[src/rtl/trace_stall_sched_if.sv]
// Bus bundle between the trace stall sequencer and its environment
// (cpu_top on the trace/stall side, dma_ctrl on the write side).
//   master : the sequencer (samples the *_in signals, drives the *_out signals)
//   slave  : the environment (drives the *_in signals, samples the *_out signals)
// Signals:
//   cpu_reset_in         CPU held in reset
//   trace_fault_in       1 = lossless mode, stall the CPU when the FIFO is full
//   iana_in              trace word from cpu_top
//   is_stall_enabled_in  CPU stall acknowledge
//   dma_writable_in      dma_ctrl FIFO has space
//   stall_enable_out     stall request to cpu_top
//   stall_disable_out    resume pulse to cpu_top
//   dma_data_out         registered trace word to dma_ctrl
//   dma_we_out           write strobe to dma_ctrl
//   state_out            sequencer state, for debug/LED
//   drop_count_out       saturating count of words lost while the FIFO was full
//   stall_count_out      saturating count of stall episodes
interface trace_stall_sched_if #(
   parameter int DATA_W = 128
);
   logic              cpu_reset_in;
   logic              trace_fault_in;
   logic [DATA_W-1:0] iana_in;
   logic              is_stall_enabled_in;
   logic              dma_writable_in;
   logic              stall_enable_out;
   logic              stall_disable_out;
   logic [DATA_W-1:0] dma_data_out;
   logic              dma_we_out;
   logic [2:0]        state_out;
   logic [15:0]       drop_count_out;
   logic [15:0]       stall_count_out;

   modport master (
      input  cpu_reset_in, trace_fault_in, iana_in, is_stall_enabled_in, dma_writable_in,
      output stall_enable_out, stall_disable_out, dma_data_out, dma_we_out,
             state_out, drop_count_out, stall_count_out
   );

   modport slave (
      output cpu_reset_in, trace_fault_in, iana_in, is_stall_enabled_in, dma_writable_in,
      input  stall_enable_out, stall_disable_out, dma_data_out, dma_we_out,
             state_out, drop_count_out, stall_count_out
   );
endinterface

[src/rtl/trace_stall_sched.sv]
// Trace datapath sequencer between cpu_top and dma_ctrl. Registers the trace word,
// generates the DMA write strobe, and throttles the CPU with stall_enable/stall_disable
// whenever dma_ctrl reports no space while lossless tracing is selected.
// Ports:
//   clk     in  CPU clock, all logic on posedge
//   nreset  in  asynchronous active-low reset
//   bus     trace_stall_sched_if.master (see interface file for the signal list)
module trace_stall_sched #(
   parameter int DATA_W         = 128,
   parameter int DRAIN_CYCLES   = 3,
   parameter int RESUME_PULSE   = 2,
   parameter int RESUME_TIMEOUT = 16
) (
   input  logic                      clk,
   input  logic                      nreset,
   trace_stall_sched_if.master       bus
);

   typedef enum logic [2:0] {
      ST_RUN    = 3'd0,
      ST_STALL  = 3'd1,
      ST_DRAIN  = 3'd2,
      ST_WAIT   = 3'd3,
      ST_RESUME = 3'd4
   } state_t;

   localparam logic [7:0]  LP_DRAIN = 8'(DRAIN_CYCLES);
   localparam logic [7:0]  LP_PULSE = 8'(RESUME_PULSE);
   // Timeout counts from the first cycle of a pulse, so the next pulse starts
   // exactly RESUME_TIMEOUT cycles after the previous one started.
   localparam logic [15:0] LP_TMO   = 16'(RESUME_TIMEOUT - 1);

   function automatic logic [15:0] sat_inc(input logic [15:0] v);
      return (v == 16'hFFFF) ? v : v + 16'd1;
   endfunction

   state_t            r_state;
   state_t            w_state_nxt;
   logic [7:0]        r_drain_cnt, w_drain_nxt;
   logic [7:0]        r_pulse_cnt, w_pulse_nxt;
   logic [15:0]       r_tmo_cnt,   w_tmo_nxt;
   logic              w_episode;
   logic              w_stall_en;
   logic              w_stall_dis;
   logic [DATA_W-1:0] r_dma_data_p1;
   logic              r_vld_p1;
   logic [15:0]       r_drop_cnt;
   logic [15:0]       r_stall_cnt;

   // ---- next-state / output decode
   always_comb begin
      w_state_nxt = r_state;
      w_drain_nxt = r_drain_cnt;
      w_pulse_nxt = r_pulse_cnt;
      w_tmo_nxt   = r_tmo_cnt;
      w_episode   = 1'b0;
      if (bus.cpu_reset_in) begin
         w_state_nxt = ST_RUN;
         w_drain_nxt = 8'd0;
         w_pulse_nxt = 8'd0;
         w_tmo_nxt   = 16'd0;
      end else begin
         unique case (r_state)
            ST_RUN: begin
               if (bus.trace_fault_in && !bus.dma_writable_in) begin
                  w_state_nxt = ST_STALL;
                  w_episode   = 1'b1;
               end
            end
            ST_STALL: begin
               if (bus.is_stall_enabled_in) begin
                  w_state_nxt = ST_DRAIN;
                  w_drain_nxt = LP_DRAIN;
               end
            end
            ST_DRAIN: begin
               // Leaving on the last count keeps DRAIN exactly DRAIN_CYCLES long.
               if (r_drain_cnt <= 8'd1) begin
                  w_state_nxt = ST_WAIT;
                  w_drain_nxt = 8'd0;
               end else begin
                  w_drain_nxt = r_drain_cnt - 8'd1;
               end
            end
            ST_WAIT: begin
               if (bus.dma_writable_in) begin
                  w_state_nxt = ST_RESUME;
                  w_pulse_nxt = LP_PULSE;
                  w_tmo_nxt   = LP_TMO;
               end
            end
            ST_RESUME: begin
               if (r_pulse_cnt != 8'd0) begin
                  w_pulse_nxt = r_pulse_cnt - 8'd1;
                  if (r_tmo_cnt != 16'd0) w_tmo_nxt = r_tmo_cnt - 16'd1;
               end else if (!bus.is_stall_enabled_in) begin
                  w_state_nxt = ST_RUN;
               end else if (r_tmo_cnt == 16'd0) begin
                  // CPU missed the resume pulse: send another one.
                  w_pulse_nxt = LP_PULSE;
                  w_tmo_nxt   = LP_TMO;
               end else begin
                  w_tmo_nxt = r_tmo_cnt - 16'd1;
               end
            end
            default: w_state_nxt = ST_RUN;
         endcase
      end
      // Both requests are masked while the CPU is held in reset; they decode from
      // disjoint states so they can never be high together.
      w_stall_en  = ((r_state == ST_STALL) || (r_state == ST_DRAIN) || (r_state == ST_WAIT))
                    && !bus.cpu_reset_in;
      w_stall_dis = (r_state == ST_RESUME) && (r_pulse_cnt != 8'd0) && !bus.cpu_reset_in;
   end

   always_ff @(posedge clk or negedge nreset) begin
      if (!nreset) begin
         r_state     <= ST_RUN;
         r_drain_cnt <= 8'd0;
         r_pulse_cnt <= 8'd0;
         r_tmo_cnt   <= 16'd0;
         r_stall_cnt <= 16'd0;
      end else begin
         r_state     <= w_state_nxt;
         r_drain_cnt <= w_drain_nxt;
         r_pulse_cnt <= w_pulse_nxt;
         r_tmo_cnt   <= w_tmo_nxt;
         if (w_episode) r_stall_cnt <= sat_inc(r_stall_cnt);
      end
   end

   // ---- p1: registered trace word and write intent
   // The drain term looks at the next state so the strobe stays continuous from the
   // CPU acknowledge through the whole drain window.
   always_ff @(posedge clk or negedge nreset) begin
      if (!nreset) begin
         r_dma_data_p1 <= '0;
         r_vld_p1      <= 1'b0;
         r_drop_cnt    <= 16'd0;
      end else begin
         r_dma_data_p1 <= bus.iana_in;
         r_vld_p1      <= !bus.is_stall_enabled_in
                          || ((w_state_nxt == ST_DRAIN) && !bus.cpu_reset_in);
         if (r_vld_p1 && !bus.dma_writable_in) r_drop_cnt <= sat_inc(r_drop_cnt);
      end
   end

   assign bus.dma_data_out      = r_dma_data_p1;
   assign bus.dma_we_out        = r_vld_p1 & bus.dma_writable_in;
   assign bus.stall_enable_out  = w_stall_en;
   assign bus.stall_disable_out = w_stall_dis;
   assign bus.state_out         = r_state;
   assign bus.drop_count_out    = r_drop_cnt;
   assign bus.stall_count_out   = r_stall_cnt;

endmodule

[src/flat_wrapper.sv]
// flat-port wrapper written by rule: the top's interface ports become plain ports
module trace_stall_sched_flat 
#(
   parameter int DATA_W         = 128,
   parameter int DRAIN_CYCLES   = 3,
   parameter int RESUME_PULSE   = 2,
   parameter int RESUME_TIMEOUT = 16
)
  (clk, nreset, bus_cpu_reset_in, bus_trace_fault_in, bus_iana_in, bus_is_stall_enabled_in, bus_dma_writable_in, bus_stall_enable_out, bus_stall_disable_out, bus_dma_data_out, bus_dma_we_out, bus_state_out, bus_drop_count_out, bus_stall_count_out);
  trace_stall_sched_if #(.DATA_W(DATA_W)) bus_i ();
  input  logic clk;
  input  logic nreset;
  input wire logic [$bits(bus_i.cpu_reset_in)-1:0] bus_cpu_reset_in;
  input wire logic [$bits(bus_i.trace_fault_in)-1:0] bus_trace_fault_in;
  input wire logic [$bits(bus_i.iana_in)-1:0] bus_iana_in;
  input wire logic [$bits(bus_i.is_stall_enabled_in)-1:0] bus_is_stall_enabled_in;
  input wire logic [$bits(bus_i.dma_writable_in)-1:0] bus_dma_writable_in;
  output wire logic [$bits(bus_i.stall_enable_out)-1:0] bus_stall_enable_out;
  output wire logic [$bits(bus_i.stall_disable_out)-1:0] bus_stall_disable_out;
  output wire logic [$bits(bus_i.dma_data_out)-1:0] bus_dma_data_out;
  output wire logic [$bits(bus_i.dma_we_out)-1:0] bus_dma_we_out;
  output wire logic [$bits(bus_i.state_out)-1:0] bus_state_out;
  output wire logic [$bits(bus_i.drop_count_out)-1:0] bus_drop_count_out;
  output wire logic [$bits(bus_i.stall_count_out)-1:0] bus_stall_count_out;
  assign bus_i.cpu_reset_in = bus_cpu_reset_in;
  assign bus_i.trace_fault_in = bus_trace_fault_in;
  assign bus_i.iana_in = bus_iana_in;
  assign bus_i.is_stall_enabled_in = bus_is_stall_enabled_in;
  assign bus_i.dma_writable_in = bus_dma_writable_in;
  assign bus_stall_enable_out = bus_i.stall_enable_out;
  assign bus_stall_disable_out = bus_i.stall_disable_out;
  assign bus_dma_data_out = bus_i.dma_data_out;
  assign bus_dma_we_out = bus_i.dma_we_out;
  assign bus_state_out = bus_i.state_out;
  assign bus_drop_count_out = bus_i.drop_count_out;
  assign bus_stall_count_out = bus_i.stall_count_out;
  trace_stall_sched #(.DATA_W(DATA_W), .DRAIN_CYCLES(DRAIN_CYCLES), .RESUME_PULSE(RESUME_PULSE), .RESUME_TIMEOUT(RESUME_TIMEOUT)) u_core (.clk(clk), .nreset(nreset), .bus(bus_i));
endmodule
[config.mk]
export PLATFORM = sky130hd
export DESIGN_NAME = trace_stall_sched_flat
export DESIGN_NICKNAME = d
export VERILOG_FILES = /design/src/rtl/trace_stall_sched_if.sv /design/src/rtl/trace_stall_sched.sv /design/src/flat_wrapper.sv
export SDC_FILE = /design/constraint.sdc
export NUM_CORES = 1
export LEC_CHECK = 0
export ABC_AREA = 1
export CAP_MARGIN = 15
export CELL_PAD_IN_SITES_DETAIL_PLACEMENT = 0
export CELL_PAD_IN_SITES_GLOBAL_PLACEMENT = 2
export CORE_MARGIN = 4
export CORE_UTILIZATION = 26
export DETAILED_ROUTE_END_ITERATION = 7
export GPL_ROUTABILITY_DRIVEN = 0
export PLACE_DENSITY = 0.85
export SLEW_MARGIN = 25
export SYNTH_ARGS = -nofsm -noshare
export SYNTH_HDL_FRONTEND = slang
export SYNTH_SLANG_ARGS = --single-unit
[constraint.sdc]
create_clock -name clk -period 2 [get_ports clk]
set_input_delay 0.4 -clock clk [delete_from_list [all_inputs] [get_ports clk]]
set_output_delay 0.4 -clock clk [all_outputs]
set_load 0.02 [all_outputs]
==> flow_metrics.py <==
metrics = {
    "sta": {
        "period_needed_ns": 1.94,
        "fmax_ghz": 0.516,
        "slew_headroom_pct": 66.9,
        "hold_ws_ns": 0.389,
        "rsz0062_at_grt": "no",
        "tightest_slew_ns": 0.491,
        "clock-skew-final_ns": 0.0176,
        "timing.final.crit_share_pct": 96.9,
        "final-setup-viol-count": 0,
        "slew_violations": 0,
        "hold_viol": 0,
    },
    "setup_path": {
        "worstPathArrival_ns": 1.54,
        "path_class": "reg2out",
        "crit_buf_inv": 1,
        "start_kind": "flip-flop",
        "end_kind": "primary output",
        "slowest_delay_ns": 0.65,
        "crit_path_max_fanout": 5,
        "startpoint": "u_core.bus.drop_count_out[7]",
        "required_ns": 1.60,
        "critical-path-top-delay-family": "buffers and inverters",
        "cp_slowest_cell": "clkdlybuf4s50_1",
        "path_cells": "clkdlybuf4s50_1",
        "reg2reg_from": "u_core.r_pulse_cnt[0]",
    },
    "cts": {
        "clockBufferDepth": 2,
        "cts_tree": "done",
        "clkLatencyLatePin_ns": 0.44,
        "cts_inserted_buffers": 17,
        "clock_tree.root_cell": "clkbuf_16",
        "htree_levels": 4,
        "clock-sinks": 196,
        "clkTransAtPathRegs_ns": 0.09,
    },
    "yosys": {
        "ys_types": 35,
        "ys_ff_latch": 196,
        "synth_nets": 810,
        "syn_area_per_cell_um2": 10.9,
        "postSynthCellCount": 668,
        "yosys_warnings": 0,
        "synth.cell_area_um2": 7280,
        "yosysSeqAreaShare_pct": 67.4,
        "async_flop_share_pct": 100,
        "synth_edf_count": 0,
        "ys.flop_type": "dfrtp_1",
    },
    "global_routing": {
        "grt.total_usage_pct": 14.3,
        "grt_max_degree": 52,
        "grt_pass1_wl_mm": 34.4,
        "grt_pass1_vias": 5996,
        "grt_overflow": 0,
        "antenna_found_initial": 0,
    },
    "floorplan": {
        "top_level_ports": 300,
        "core_area_um2": 27300,
        "die-area_um2": 30700,
        "die_x_um": 175,
        "start_util_pct": 26.7,
        "row_count": 60,
        "die_y_um": 175,
    },
    "finish": {
        "fin_area_um2": 11700,
        "n_antenna_cell": 0,
        "drive_above_1_share_pct": 10.5,
        "nets": 1167,
        "area_growth_pct": 60.8,
    },
    "worst_hold_path": {
        "hold_start": "bus_iana_in[4]",
        "holdCritPathClass": "in2reg",
    },
    "job": {
        "maxCapViolCount": 0,
    },
    "pwr": {
        "leakage_nw": 5.29,
        "p_per_area_nw_per_um2": 851,
        "ir_drop_uv": 645,
    },
    "placement": {
        "io_buffers": 299,
        "dp_hpwl_mm": 17.0,
        "post_dp_cell_area_um2": 11100,
    },
    "run_status": {
        "status": "complete, no violations",
    },
    "detailed_routing": {
        "vias": 5804,
        "route.detailed.drc": 0,
        "wl_per_cell_um": 15.5,
        "drt_wl_total_mm": 21.9,
        "viasPerCell": 4.12,
        "ant_nets": 0,
        "dr.pass1.iters": 5,
        "drt_iter0_markers": 264,
    },
}
-- stage by stage --
step	setup slack (ns)	instances	utilization (%)	setup TNS, ns	power [mW]
2_1_floorplan	0.263	668	-	0	5.35
3_3_place_gp	-0.260	1376	40.6	-3.26	6.44
3_5_place_dp	-0.250	1376	40.6	-3.19	6.45
4_1_cts	0.0146	1409	42.9	0	10.1
5_1_grt	0.00186	1410	43.0	0	10.4
6_report	0.0618	1410	43.0	0	9.96
-- cell families (layout without fill, tap and decap cells) --
kind of cell	Yosys count	count (layout)	share of synthesized area, %
and+or+nand+nor	304	304	19.0
AOI/OAI and AO/OA	47	47	3.47
DFF	196	196	67.4
adders and majority gates	8	8	1.37
buffers and inverters	74	444	4.12
xor gates and xnor gates	39	39	4.69
-- sequential cells by signal, indices dropped and copies added, names as in the netlist --
signal and count:
u_core.bus.drop_count_out 16, u_core.bus.dma_data_out 128, u_core.bus.stall_count_out 16, u_core.r_vld_p1 1, u_core.bus.state_out 3, u_core.r_drain_cnt 8
u_core.r_tmo_cnt 16, u_core.r_pulse_cnt 8
-- where the power goes --
group | internal (mW) | leakage, nW | switching, mW
Combinational | 0.926 | 2.59 | 0.970
Clock | 1.77 | 0.304 | 1.85
Sequential | 4.24 | 2.40 | 0.207
Total | 6.94 | 5.29 | 3.03
-- cells in the mapped netlist (2+ instances only) --
master | count | area share, %
nor4_1 | 5 | 0.43
nand2_2 | 2 | 0.17
a21oi_1 | 13 | 0.89
nor2_2 | 2 | 0.17
ha_1 | 8 | 1.4
nand3b_1 | 2 | 0.21
nor2_1 | 79 | 4.1
nand4_1 | 15 | 1.3
inv_2 | 5 | 0.26
dfrtp_1 | 196 | 67
nand2_4 | 4 | 0.62
and3_1 | 2 | 0.17
clkbuf_1 | 2 | 0.10
inv_1 | 61 | 3.1
o21ai_0 | 21 | 1.4
nor2_4 | 4 | 0.62
nor3_1 | 17 | 1.2
nand3_1 | 36 | 2.5
buf_2 | 3 | 0.21
o41ai_1 | 3 | 0.36
xnor2_1 | 15 | 1.8
o22ai_1 | 2 | 0.17
xor2_1 | 24 | 2.9
o21ai_1 | 6 | 0.41
nand2_1 | 131 | 6.8
-- final timing paths --
check | slack (ns) | cells after the start | to
max | 0.06 | 1 | bus_drop_count_out[7]
min | 0.39 | 1 | u_core.bus.dma_data_out[4]
max reg2reg | 0.18 | 11 | u_core.r_tmo_cnt[0]
min reg2reg | 0.50 | 2 | u_core.r_tmo_cnt[0]
max in group asynchronous | 0.82 | 3 | u_core.r_tmo_cnt[3]
min in group asynchronous | 0.50 | 2 | u_core.bus.drop_count_out[5]
-- layout by cell type (no fill, tap or decap), drive strengths merged, types with 18 or more instances in the layout --
cell	netlist	final
nor3	18	18
buf	4	46
dfrtp	196	196
xor2	24	24
nor2	86	86
nand2	137	137
nand3	37	37
clkdlybuf4s50	0	290
inv	68	79
clkbuf	2	19
o21ai	27	27
-- layout make-up --
type / instances / area [um2]
fillers: 2591 / 15500
flip-flops and latches: 196 / 4900
repair buffers: 344 / 3350
multi-input cells: 398 / 2090
well taps: 372 / 465
clock buffers: 17 / 425
inverters: 68 / 263
clock inverters: 15 / 209
-- metal layers --
| layer | track usage [%] | up-vias | routed length [um] |
|---|---|---|---|
| li1 | - | 2848 | - |
| met1 | 18.0 | 2751 | 9130 |
| met2 | 24.2 | 185 | 10800 |
| met3 | 4.50 | 20 | 1670 |
| met4 | 3.34 | 0 | 297 |
| met5 | 0 | - | 0 |
-- what timing repair did --
item	4_1_cts	5_1_grt
resized for setup	10	13
setup endpoints to repair	6	12
endpoints found under the hold margin	46	0
pin swaps	1	1
setup buffers	0	1
hold buffers	1	0
No activity file was read; power rests on OpenSTA's default activity.
